==> config.mk <==
export PLATFORM = sky130hd
export DESIGN_NAME = alu_seq_unit_flat
export DESIGN_NICKNAME = d
export VERILOG_FILES = /design/src/rtl/alu_seq_unit_if.sv /design/src/rtl/alu_seq_unit.sv /design/src/flat_wrapper.sv
export SDC_FILE = /design/constraint.sdc
export NUM_CORES = 1
export LEC_CHECK = 0
export CORE_MARGIN = 3
export CORE_UTILIZATION = 30
export DETAILED_ROUTE_END_ITERATION = 8
export SYNTH_ARGS = -nofsm -noshare
export SYNTH_HDL_FRONTEND = slang
export SYNTH_SLANG_ARGS = --single-unit
export TNS_END_PERCENT = 20
==> constraint.sdc <==
create_clock -name i_clk -period 4.4 [get_ports i_clk]
set_input_delay 1.32 -clock i_clk [delete_from_list [all_inputs] [get_ports i_clk]]
set_output_delay 1.32 -clock i_clk [all_outputs]
set_load 0.05 [all_outputs]
==> src/rtl/alu_seq_unit_if.sv <==
// Request/result bus of the sequential ALU: request handshake with opcode
// and operands in one direction, result handshake with result words and
// status in the other.
interface alu_seq_unit_if #(
  parameter int DATA_W = 32
);
  logic              i_valid;
  logic              o_ready;
  logic [5:0]        i_Op;
  logic [5:0]        i_funct;
  logic [DATA_W-1:0] i_a;
  logic [DATA_W-1:0] i_b;
  logic              o_valid;
  logic              i_ready;
  logic [DATA_W-1:0] o_result;
  logic [DATA_W-1:0] o_hi;
  logic [3:0]        o_ALUCtrl;
  logic              o_zero;
  logic              o_illegal;

  modport slave (
    input  i_valid, i_Op, i_funct, i_a, i_b, i_ready,
    output o_ready, o_valid, o_result, o_hi, o_ALUCtrl, o_zero, o_illegal
  );

  modport master (
    output i_valid, i_Op, i_funct, i_a, i_b, i_ready,
    input  o_ready, o_valid, o_result, o_hi, o_ALUCtrl, o_zero, o_illegal
  );
endinterface

==> src/rtl/alu_seq_unit.sv <==
// Sequential ALU: single-cycle integer ops plus an iterative multiplier
// (shift-add) and restoring divider, one bit per cycle. Signed mult/div run
// on magnitudes and apply the sign on the final iteration.
module alu_seq_unit #(
  parameter int DATA_W    = 32,
  parameter int MULDIV_EN = 1
) (
  input  logic          i_clk,
  input  logic          i_rst_n,
  alu_seq_unit_if.slave bus
);

  localparam int SH_W  = $clog2(DATA_W);
  localparam int CNT_W = SH_W + 1;

  typedef enum logic [1:0] {IDLE, BUSY, DONE} state_t;
  typedef enum logic [2:0] {K_ALU, K_ZERO, K_ILL, K_MUL, K_MULU, K_DIV, K_DIVU} kind_t;

  state_t state, state_nxt;

  kind_t             dec_kind;
  logic [3:0]        dec_code;
  logic [DATA_W-1:0] alu_res;
  logic              accept;
  logic              dec_md, dec_signed, dec_div;

  logic [3:0]        ctrl_q;
  logic              illegal_q;
  logic [DATA_W-1:0] result_q, hi_q;
  logic [CNT_W-1:0]  cnt;
  logic              last_iter;

  // Iteration registers: hi = partial product / remainder,
  // lo = multiplier / dividend-then-quotient, op = multiplicand / divisor.
  logic [DATA_W-1:0] work_hi, work_lo, work_op;
  logic              div_q, neg_lo, neg_hi, div0;

  logic [DATA_W:0]   mul_sum;
  logic [DATA_W:0]   div_sh;
  logic              div_ge;
  logic [DATA_W-1:0] step_hi, step_lo;
  logic [DATA_W-1:0] fin_result, fin_hi;
  logic [2*DATA_W-1:0] prod;

  logic signed [DATA_W-1:0] a_s, b_s;

  function automatic logic [DATA_W-1:0] neg_w(input logic [DATA_W-1:0] v);
    return (~v) + DATA_W'(1);
  endfunction

  function automatic logic [2*DATA_W-1:0] neg_2w(input logic [2*DATA_W-1:0] v);
    return (~v) + (2*DATA_W)'(1);
  endfunction

  function automatic logic [DATA_W-1:0] mag(input logic [DATA_W-1:0] v, input logic sgn);
    return (sgn && v[DATA_W-1]) ? neg_w(v) : v;
  endfunction

  assign a_s        = bus.i_a;
  assign b_s        = bus.i_b;
  assign accept     = bus.i_valid && (state == IDLE);
  assign dec_md     = (dec_kind == K_MUL) || (dec_kind == K_MULU) ||
                      (dec_kind == K_DIV) || (dec_kind == K_DIVU);
  assign dec_signed = (dec_kind == K_MUL) || (dec_kind == K_DIV);
  assign dec_div    = (dec_kind == K_DIV) || (dec_kind == K_DIVU);
  assign last_iter  = (cnt == CNT_W'(DATA_W - 1));

  // Decode {Op, funct} into the ALU control code and operation class.
  always_comb begin
    dec_code = 4'b0000;
    dec_kind = K_ILL;
    case (bus.i_Op)
      6'b000000: begin
        case (bus.i_funct)
          6'b100000: begin dec_code = 4'b1000; dec_kind = K_ALU; end
          6'b100010: begin dec_code = 4'b1001; dec_kind = K_ALU; end
          6'b100100: begin dec_code = 4'b1100; dec_kind = K_ALU; end
          6'b100101: begin dec_code = 4'b1101; dec_kind = K_ALU; end
          6'b100110: begin dec_code = 4'b1111; dec_kind = K_ALU; end
          6'b101010: begin dec_code = 4'b0101; dec_kind = K_ALU; end
          6'b000000: begin dec_code = 4'b0000; dec_kind = K_ALU; end
          6'b000010: begin dec_code = 4'b0001; dec_kind = K_ALU; end
          6'b011000: if (MULDIV_EN != 0) begin dec_code = 4'b0010; dec_kind = K_MUL;  end
          6'b011001: if (MULDIV_EN != 0) begin dec_code = 4'b0011; dec_kind = K_MULU; end
          6'b011010: if (MULDIV_EN != 0) begin dec_code = 4'b0110; dec_kind = K_DIV;  end
          6'b011011: if (MULDIV_EN != 0) begin dec_code = 4'b0111; dec_kind = K_DIVU; end
          default: ;
        endcase
      end
      6'b001000: begin dec_code = 4'b1000; dec_kind = K_ALU; end
      6'b001010: begin dec_code = 4'b0101; dec_kind = K_ALU; end
      6'b001100: begin dec_code = 4'b1100; dec_kind = K_ALU; end
      6'b001101: begin dec_code = 4'b1101; dec_kind = K_ALU; end
      6'b001110: begin dec_code = 4'b1111; dec_kind = K_ALU; end
      6'b100011: begin dec_code = 4'b1000; dec_kind = K_ALU; end
      6'b101011: begin dec_code = 4'b1000; dec_kind = K_ALU; end
      6'b000100: begin dec_code = 4'b1001; dec_kind = K_ALU; end
      6'b000101: begin dec_code = 4'b1001; dec_kind = K_ALU; end
      6'b000010: begin dec_code = 4'b0000; dec_kind = K_ZERO; end
      default: ;
    endcase
  end

  // Single-cycle result; jump and illegal requests produce zero.
  always_comb begin
    alu_res = '0;
    if (dec_kind == K_ALU) begin
      case (dec_code)
        4'b1000: alu_res = bus.i_a + bus.i_b;
        4'b1001: alu_res = bus.i_a - bus.i_b;
        4'b1100: alu_res = bus.i_a & bus.i_b;
        4'b1101: alu_res = bus.i_a | bus.i_b;
        4'b1111: alu_res = bus.i_a ^ bus.i_b;
        4'b0101: alu_res = (a_s < b_s) ? DATA_W'(1) : '0;
        4'b0000: alu_res = bus.i_a << bus.i_b[SH_W-1:0];
        4'b0001: alu_res = bus.i_a >> bus.i_b[SH_W-1:0];
        default: alu_res = '0;
      endcase
    end
  end

  // One multiply or restoring-divide step, plus the sign-fixed final values.
  always_comb begin
    mul_sum = {1'b0, work_hi} + (work_lo[0] ? {1'b0, work_op} : '0);
    div_sh  = {work_hi, work_lo[DATA_W-1]};
    div_ge  = (div_sh >= {1'b0, work_op});
    if (div_q) begin
      step_hi = div_ge ? (div_sh[DATA_W-1:0] - work_op) : div_sh[DATA_W-1:0];
      step_lo = {work_lo[DATA_W-2:0], div_ge};
    end else begin
      step_hi = mul_sum[DATA_W:1];
      step_lo = {mul_sum[0], work_lo[DATA_W-1:1]};
    end
    prod = {step_hi, step_lo};
    if (neg_lo) prod = neg_2w(prod);
    if (div_q) begin
      fin_result = div0 ? '1 : (neg_lo ? neg_w(step_lo) : step_lo);
      fin_hi     = neg_hi ? neg_w(step_hi) : step_hi;
    end else begin
      fin_result = prod[DATA_W-1:0];
      fin_hi     = prod[2*DATA_W-1:DATA_W];
    end
  end

  // Control state register.
  always_ff @(posedge i_clk or negedge i_rst_n) begin
    if (!i_rst_n) state <= IDLE;
    else          state <= state_nxt;
  end

  // Next-state: accept only in IDLE, iterate DATA_W cycles, hold until consumed.
  always_comb begin
    state_nxt = state;
    case (state)
      IDLE: if (bus.i_valid) state_nxt = dec_md ? BUSY : DONE;
      BUSY: if (last_iter)   state_nxt = DONE;
      DONE: if (bus.i_ready) state_nxt = IDLE;
      default: state_nxt = IDLE;
    endcase
  end

  // Capture request at acceptance, then step the multiply/divide datapath.
  always_ff @(posedge i_clk or negedge i_rst_n) begin
    if (!i_rst_n) begin
      ctrl_q    <= 4'b0000;
      illegal_q <= 1'b0;
      result_q  <= '0;
      hi_q      <= '0;
      cnt       <= '0;
      work_hi   <= '0;
      work_lo   <= '0;
      work_op   <= '0;
      div_q     <= 1'b0;
      neg_lo    <= 1'b0;
      neg_hi    <= 1'b0;
      div0      <= 1'b0;
    end else if (accept) begin
      ctrl_q    <= dec_code;
      illegal_q <= (dec_kind == K_ILL);
      result_q  <= alu_res;
      hi_q      <= '0;
      cnt       <= '0;
      work_hi   <= '0;
      work_lo   <= dec_div ? mag(bus.i_a, dec_signed) : mag(bus.i_b, dec_signed);
      work_op   <= dec_div ? mag(bus.i_b, dec_signed) : mag(bus.i_a, dec_signed);
      div_q     <= dec_div;
      neg_lo    <= dec_signed && (bus.i_a[DATA_W-1] ^ bus.i_b[DATA_W-1]);
      neg_hi    <= dec_signed && bus.i_a[DATA_W-1];
      div0      <= (bus.i_b == '0);
    end else if (state == BUSY) begin
      work_hi <= step_hi;
      work_lo <= step_lo;
      cnt     <= cnt + CNT_W'(1);
      if (last_iter) begin
        result_q <= fin_result;
        hi_q     <= fin_hi;
      end
    end
  end

  assign bus.o_ready   = (state == IDLE);
  assign bus.o_valid   = (state == DONE);
  assign bus.o_result  = result_q;
  assign bus.o_hi      = hi_q;
  assign bus.o_ALUCtrl = ctrl_q;
  assign bus.o_zero    = (result_q == '0);
  assign bus.o_illegal = illegal_q;

endmodule

==> src/flat_wrapper.sv <==
// flat-port wrapper written by rule: the top's interface ports become plain ports
module alu_seq_unit_flat 
#(
  parameter int DATA_W    = 32,
  parameter int MULDIV_EN = 1
)
  (i_clk, i_rst_n, bus_i_valid, bus_i_Op, bus_i_funct, bus_i_a, bus_i_b, bus_i_ready, bus_o_ready, bus_o_valid, bus_o_result, bus_o_hi, bus_o_ALUCtrl, bus_o_zero, bus_o_illegal);
  alu_seq_unit_if #(.DATA_W(DATA_W)) bus_i ();
  input  logic i_clk;
  input  logic i_rst_n;
  input wire logic [$bits(bus_i.i_valid)-1:0] bus_i_valid;
  input wire logic [$bits(bus_i.i_Op)-1:0] bus_i_Op;
  input wire logic [$bits(bus_i.i_funct)-1:0] bus_i_funct;
  input wire logic [$bits(bus_i.i_a)-1:0] bus_i_a;
  input wire logic [$bits(bus_i.i_b)-1:0] bus_i_b;
  input wire logic [$bits(bus_i.i_ready)-1:0] bus_i_ready;
  output wire logic [$bits(bus_i.o_ready)-1:0] bus_o_ready;
  output wire logic [$bits(bus_i.o_valid)-1:0] bus_o_valid;
  output wire logic [$bits(bus_i.o_result)-1:0] bus_o_result;
  output wire logic [$bits(bus_i.o_hi)-1:0] bus_o_hi;
  output wire logic [$bits(bus_i.o_ALUCtrl)-1:0] bus_o_ALUCtrl;
  output wire logic [$bits(bus_i.o_zero)-1:0] bus_o_zero;
  output wire logic [$bits(bus_i.o_illegal)-1:0] bus_o_illegal;
  assign bus_i.i_valid = bus_i_valid;
  assign bus_i.i_Op = bus_i_Op;
  assign bus_i.i_funct = bus_i_funct;
  assign bus_i.i_a = bus_i_a;
  assign bus_i.i_b = bus_i_b;
  assign bus_i.i_ready = bus_i_ready;
  assign bus_o_ready = bus_i.o_ready;
  assign bus_o_valid = bus_i.o_valid;
  assign bus_o_result = bus_i.o_result;
  assign bus_o_hi = bus_i.o_hi;
  assign bus_o_ALUCtrl = bus_i.o_ALUCtrl;
  assign bus_o_zero = bus_i.o_zero;
  assign bus_o_illegal = bus_i.o_illegal;
  alu_seq_unit #(.DATA_W(DATA_W), .MULDIV_EN(MULDIV_EN)) u_core (.i_clk(i_clk), .i_rst_n(i_rst_n), .bus(bus_i));
endmodule
==> impl_metrics.ini, run 1 <==
[synth]
synthCells = 3279
yosysSeqAreaShare_pct = 18.6
syn-cell-area_mm2 = 0.0238
ys_warn_count = 0
synth_largest_area_cell = sky130_fd_sc_hd__dfrtp_1
postSynth.topFlopCell = sky130_fd_sc_hd__dfrtp_1
async_set_or_reset_flop_fraction_in_the_synthesized_netlist_pct = 100
postSynthRegisterBits = 177
post-synth-top-area-fraction_pct = 18.6
synth.area.top_cells = sky130_fd_sc_hd__dfrtp_1 (19%), sky130_fd_sc_hd__ha_1 (8.7%), sky130_fd_sc_hd__o21ai_0 (7.0%), sky130_fd_sc_hd__a21oi_1 (5.6%), sky130_fd_sc_hd__nand2_1 (5.4%)
synth_cell_types = 99
postSynthAreaPerCell_um2 = 7.26
syn-num-nets = 3529
synth_enable_flop_cells = 0

[clock_network]
clk_pin_slew_worst_paths_ps = 80
cts_made_buffers = 17
cts-root-to-sink-buffers = 2
tritoncts = done
cts_hold_buf = 0
clock_latency_ps = 500
cts.root.buffer_cell = sky130_fd_sc_hd__clkbuf_16
tritoncts_num_sinks = 177
cts_htree_levels = 4

[detailed_routing]
vias = 29600
viasPerCell = 5.70
wire_per_inst_um = 24.1
totalWireLength_mm = 125
ant_nets = 0
initial_drt_markers = 2750
drt_pass1_iterations = 6
route.detailed.drc = 0

[run_status]
failing_checks = setup timing
outcome = finished, violations left

[die]
die_height_um = 288
core.rowCount = 102
die_w_um = 288
core_area_mm2 = 0.0780
initial_utilization_pct = 30.5
io_pins = 152
die_area_mm2 = 0.0828

[global_routing]
grt_first_pass_wirelength_mm = 182
antenna_violations_before_repair = 1
number_of_global_route_vias_before_repair = 28300
grt.overflow.total = 0
grt_usage_pct = 29.5
grt_start_max_net_pins = 95

[critical_path]
worstPathRequired_ps = 4780
crit_chain = clkdlybuf4s50_1, inv_1, ha_1, buf_4, buf_4, and3_1, a311oi_2, o41ai_2, a211oi_2, o31ai_2, a2111oi_2, nand2b_1, o41ai_2, a31o_2
critical_path_class = in2reg
arrival_time_of_the_worst_setup_path_ps = 4800
timing.critical_path.to_type = register
critical_path.slowest_cell = sky130_fd_sc_hd__clkdlybuf4s50_1
slowest_stage_delay_on_critical_path_ps = 600
highest_net_fanout_along_the_worst_path = 8
worst_path_dominant_cell_family = compound AO/OA/AOI/OAI gates
startpoint_type = input pin
timing.critical_path.buf_inv = 4

[place]
hpwl_mm = 103
port_buffers = 151
routabilityCongestion = 1.04

[final_layout]
filler_cell_count = 7949
multi_input_gate_area_in_the_final_layout_mm2 = 0.0189
final_net_count = 4390
num_antenna_cells = 0
area_growth_syn_to_layout_pct = 45.2
drive_gt1_share_pct = 29.2
final-seq-area_mm2 = 0.00443

[power]
power_leakage_uw = 0.0154
ir_worst_vdd_mv = 0.337
power_per_cell_area_mw_per_mm2 = 232
power.total_uw = 8030

[timing]
min_period_over_period_pct = 100
report.final.setup_viol = 1
slew_violations = 0
timing_hold_violations_final = 0
hold_ws_ps = 484
timing.final.ws_setup_ps = -20.0
timing.slew.headroom_pct = 37.8
max_slew.worst_pin.slew_ps = 926
unrepaired_setup_endpoints_after_global_routing = yes
finClkSkew_ps = 21.0
timing.fmax_mhz = 226
timing.final.crit_period_ps = 4420

[hold_path]
holdCritPathClass = reg2reg

[run]
max_cap_check_violation_count = 0
## cell type report
| type | count | area share (%) |
|---|---|---|
| multi-input combinational | 2712 | 54.8 |
| inverter | 168 | 1.84 |
| clock inverter | 15 | 0.539 |
| tap | 1040 | 3.76 |
| timing repair buffer | 1064 | 25.0 |
| sequential | 177 | 12.8 |
| clock buffer | 17 | 1.23 |
## through the flow
stage | setup WS (ps) | util [%] | setup TNS, ps | instance area [um^2] | std cells
finish | -20.0 | 44.3 | -20.0 | 34600 | 5193
global route | -68.6 | 44.3 | -452 | 34600 | 5193
CTS | -5.76 | 43.0 | -5.76 | 33600 | 5178
detailed placement | -867 | 42.1 | -25990 | 32800 | 5145
global placement | -857 | 42.1 | -24460 | 32800 | 5145
floorplan | -336 | - | -780 | 24100 | 3279
## routing by layer
metal	GRT usage, %	wire length [um]	up-vias
li1	-	-	13800
met1	38.0	51800	14200
met2	45.9	55300	1316
met3	3.69	8040	327
met4	20.3	10100	0
met5	0	0	-
## flip-flops by register name (all words and copies together) (netlist names)
register              cells
u_core.bus.o_hi          32
u_core.bus.o_result      32
u_core.work_hi           32
u_core.work_lo           32
u_core.work_op           32
u_core.cnt                6
u_core.bus.o_ALUCtrl      4
u_core.state              2
u_core.bus.o_illegal      1
u_core.div0               1
u_core.div_q              1
u_core.neg_hi             1
u_core.neg_lo             1
## worst register-to-register path, cell delays in order, from the launching register on
cell and delay [ps]:
sky130_fd_sc_hd__dfrtp_2 450, sky130_fd_sc_hd__buf_6 160, sky130_fd_sc_hd__and2_1 200, sky130_fd_sc_hd__ha_1 310
sky130_fd_sc_hd__buf_4 180, sky130_fd_sc_hd__a21oi_2 150, sky130_fd_sc_hd__o22ai_2 130, sky130_fd_sc_hd__a211o_1 300
sky130_fd_sc_hd__buf_4 140, sky130_fd_sc_hd__nor2_1 120, sky130_fd_sc_hd__xor2_1 280, sky130_fd_sc_hd__nand3_1 140
sky130_fd_sc_hd__o311ai_2 130, sky130_fd_sc_hd__buf_4 180, sky130_fd_sc_hd__nand2_2 50, sky130_fd_sc_hd__or3_4 390
sky130_fd_sc_hd__or4_4 490, sky130_fd_sc_hd__a21oi_2 140, sky130_fd_sc_hd__xnor2_1 150, sky130_fd_sc_hd__o21ai_1 80
## cell families after synthesis
family	count (synthesis)	synth area share, %
and+or+nand+nor	1042	20.2
muxes	142	7.23
xor gates and xnor gates	168	6.18
buffers and inverters	390	6.32
DFF	177	18.6
AOI/OAI and AO/OA	1189	32.4
adders and majority gates	171	9.10
## report_power, final
group,total (uW),switching [uW],internal [uW]
Sequential,1990,203,1780
Combinational,4410,2470,1930
Clock,1640,866,770
## cell usage after synthesis (32+ instances only)
| cell | instances |
|---|---|
| sky130_fd_sc_hd__mux2i_1 | 109 |
| sky130_fd_sc_hd__a21o_1 | 37 |
| sky130_fd_sc_hd__o21ai_0 | 332 |
| sky130_fd_sc_hd__o22ai_1 | 34 |
| sky130_fd_sc_hd__o211ai_1 | 87 |
| sky130_fd_sc_hd__inv_1 | 166 |
| sky130_fd_sc_hd__nand4_1 | 32 |
| sky130_fd_sc_hd__a31oi_1 | 38 |
| sky130_fd_sc_hd__nor2_1 | 297 |
| sky130_fd_sc_hd__dfrtp_1 | 177 |
| sky130_fd_sc_hd__xor2_1 | 43 |
| sky130_fd_sc_hd__o31ai_1 | 39 |
| sky130_fd_sc_hd__ha_1 | 166 |
| sky130_fd_sc_hd__xnor2_1 | 125 |
| sky130_fd_sc_hd__a211oi_1 | 36 |
| sky130_fd_sc_hd__nor3_1 | 61 |
| sky130_fd_sc_hd__nand3_1 | 95 |
| sky130_fd_sc_hd__clkbuf_1 | 178 |
| sky130_fd_sc_hd__nand2_1 | 344 |
| sky130_fd_sc_hd__and2_1 | 40 |
| sky130_fd_sc_hd__a21oi_1 | 265 |
## final timing paths
kind / to / from / cells past startpoint / slack (ps)
min in group asynchronous: u_core.work_op[31] / i_rst_n / 1 / 890
max in group asynchronous: u_core.bus.o_hi[11] / i_rst_n / 2 / 2630
max reg2reg: u_core.bus.o_hi[20] / u_core.work_lo[0] / 19 / 100
min: u_core.cnt[5] / u_core.cnt[5] / 1 / 480
min reg2reg: u_core.cnt[5] / u_core.cnt[5] / 1 / 480
max: u_core.bus.o_result[31] / bus_i_b[19] / 14 / -20
## timing repair
action / in CTS / in global routing
pin swaps: 2 / 67
buffers inserted: 1 / 15
endpoints found under the setup margin: 37 / 59
resized for setup: 26 / 205
## cell usage in the layout (no fill, tap or decap), drive strengths merged, types with 62 or more instances in the layout
cell type / count
a21oi: 267
o211ai: 87
inv: 171
nor3: 62
nor2: 298
xnor2: 125
mux2i: 109
clkdlybuf4s50: 124
ha: 166
buf: 916
nand3: 96
o21ai: 354
nand2: 345
dfrtp: 177
No activity file was read; power rests on OpenSTA's default activity.
==> run 2: changes to the inputs <==
Settings changed: ABC_CLOCK_PERIOD_IN_PS set to 4400.
==> results of run 2 <==
No change in the layout: final DEF, timing and power equal those of run 1.
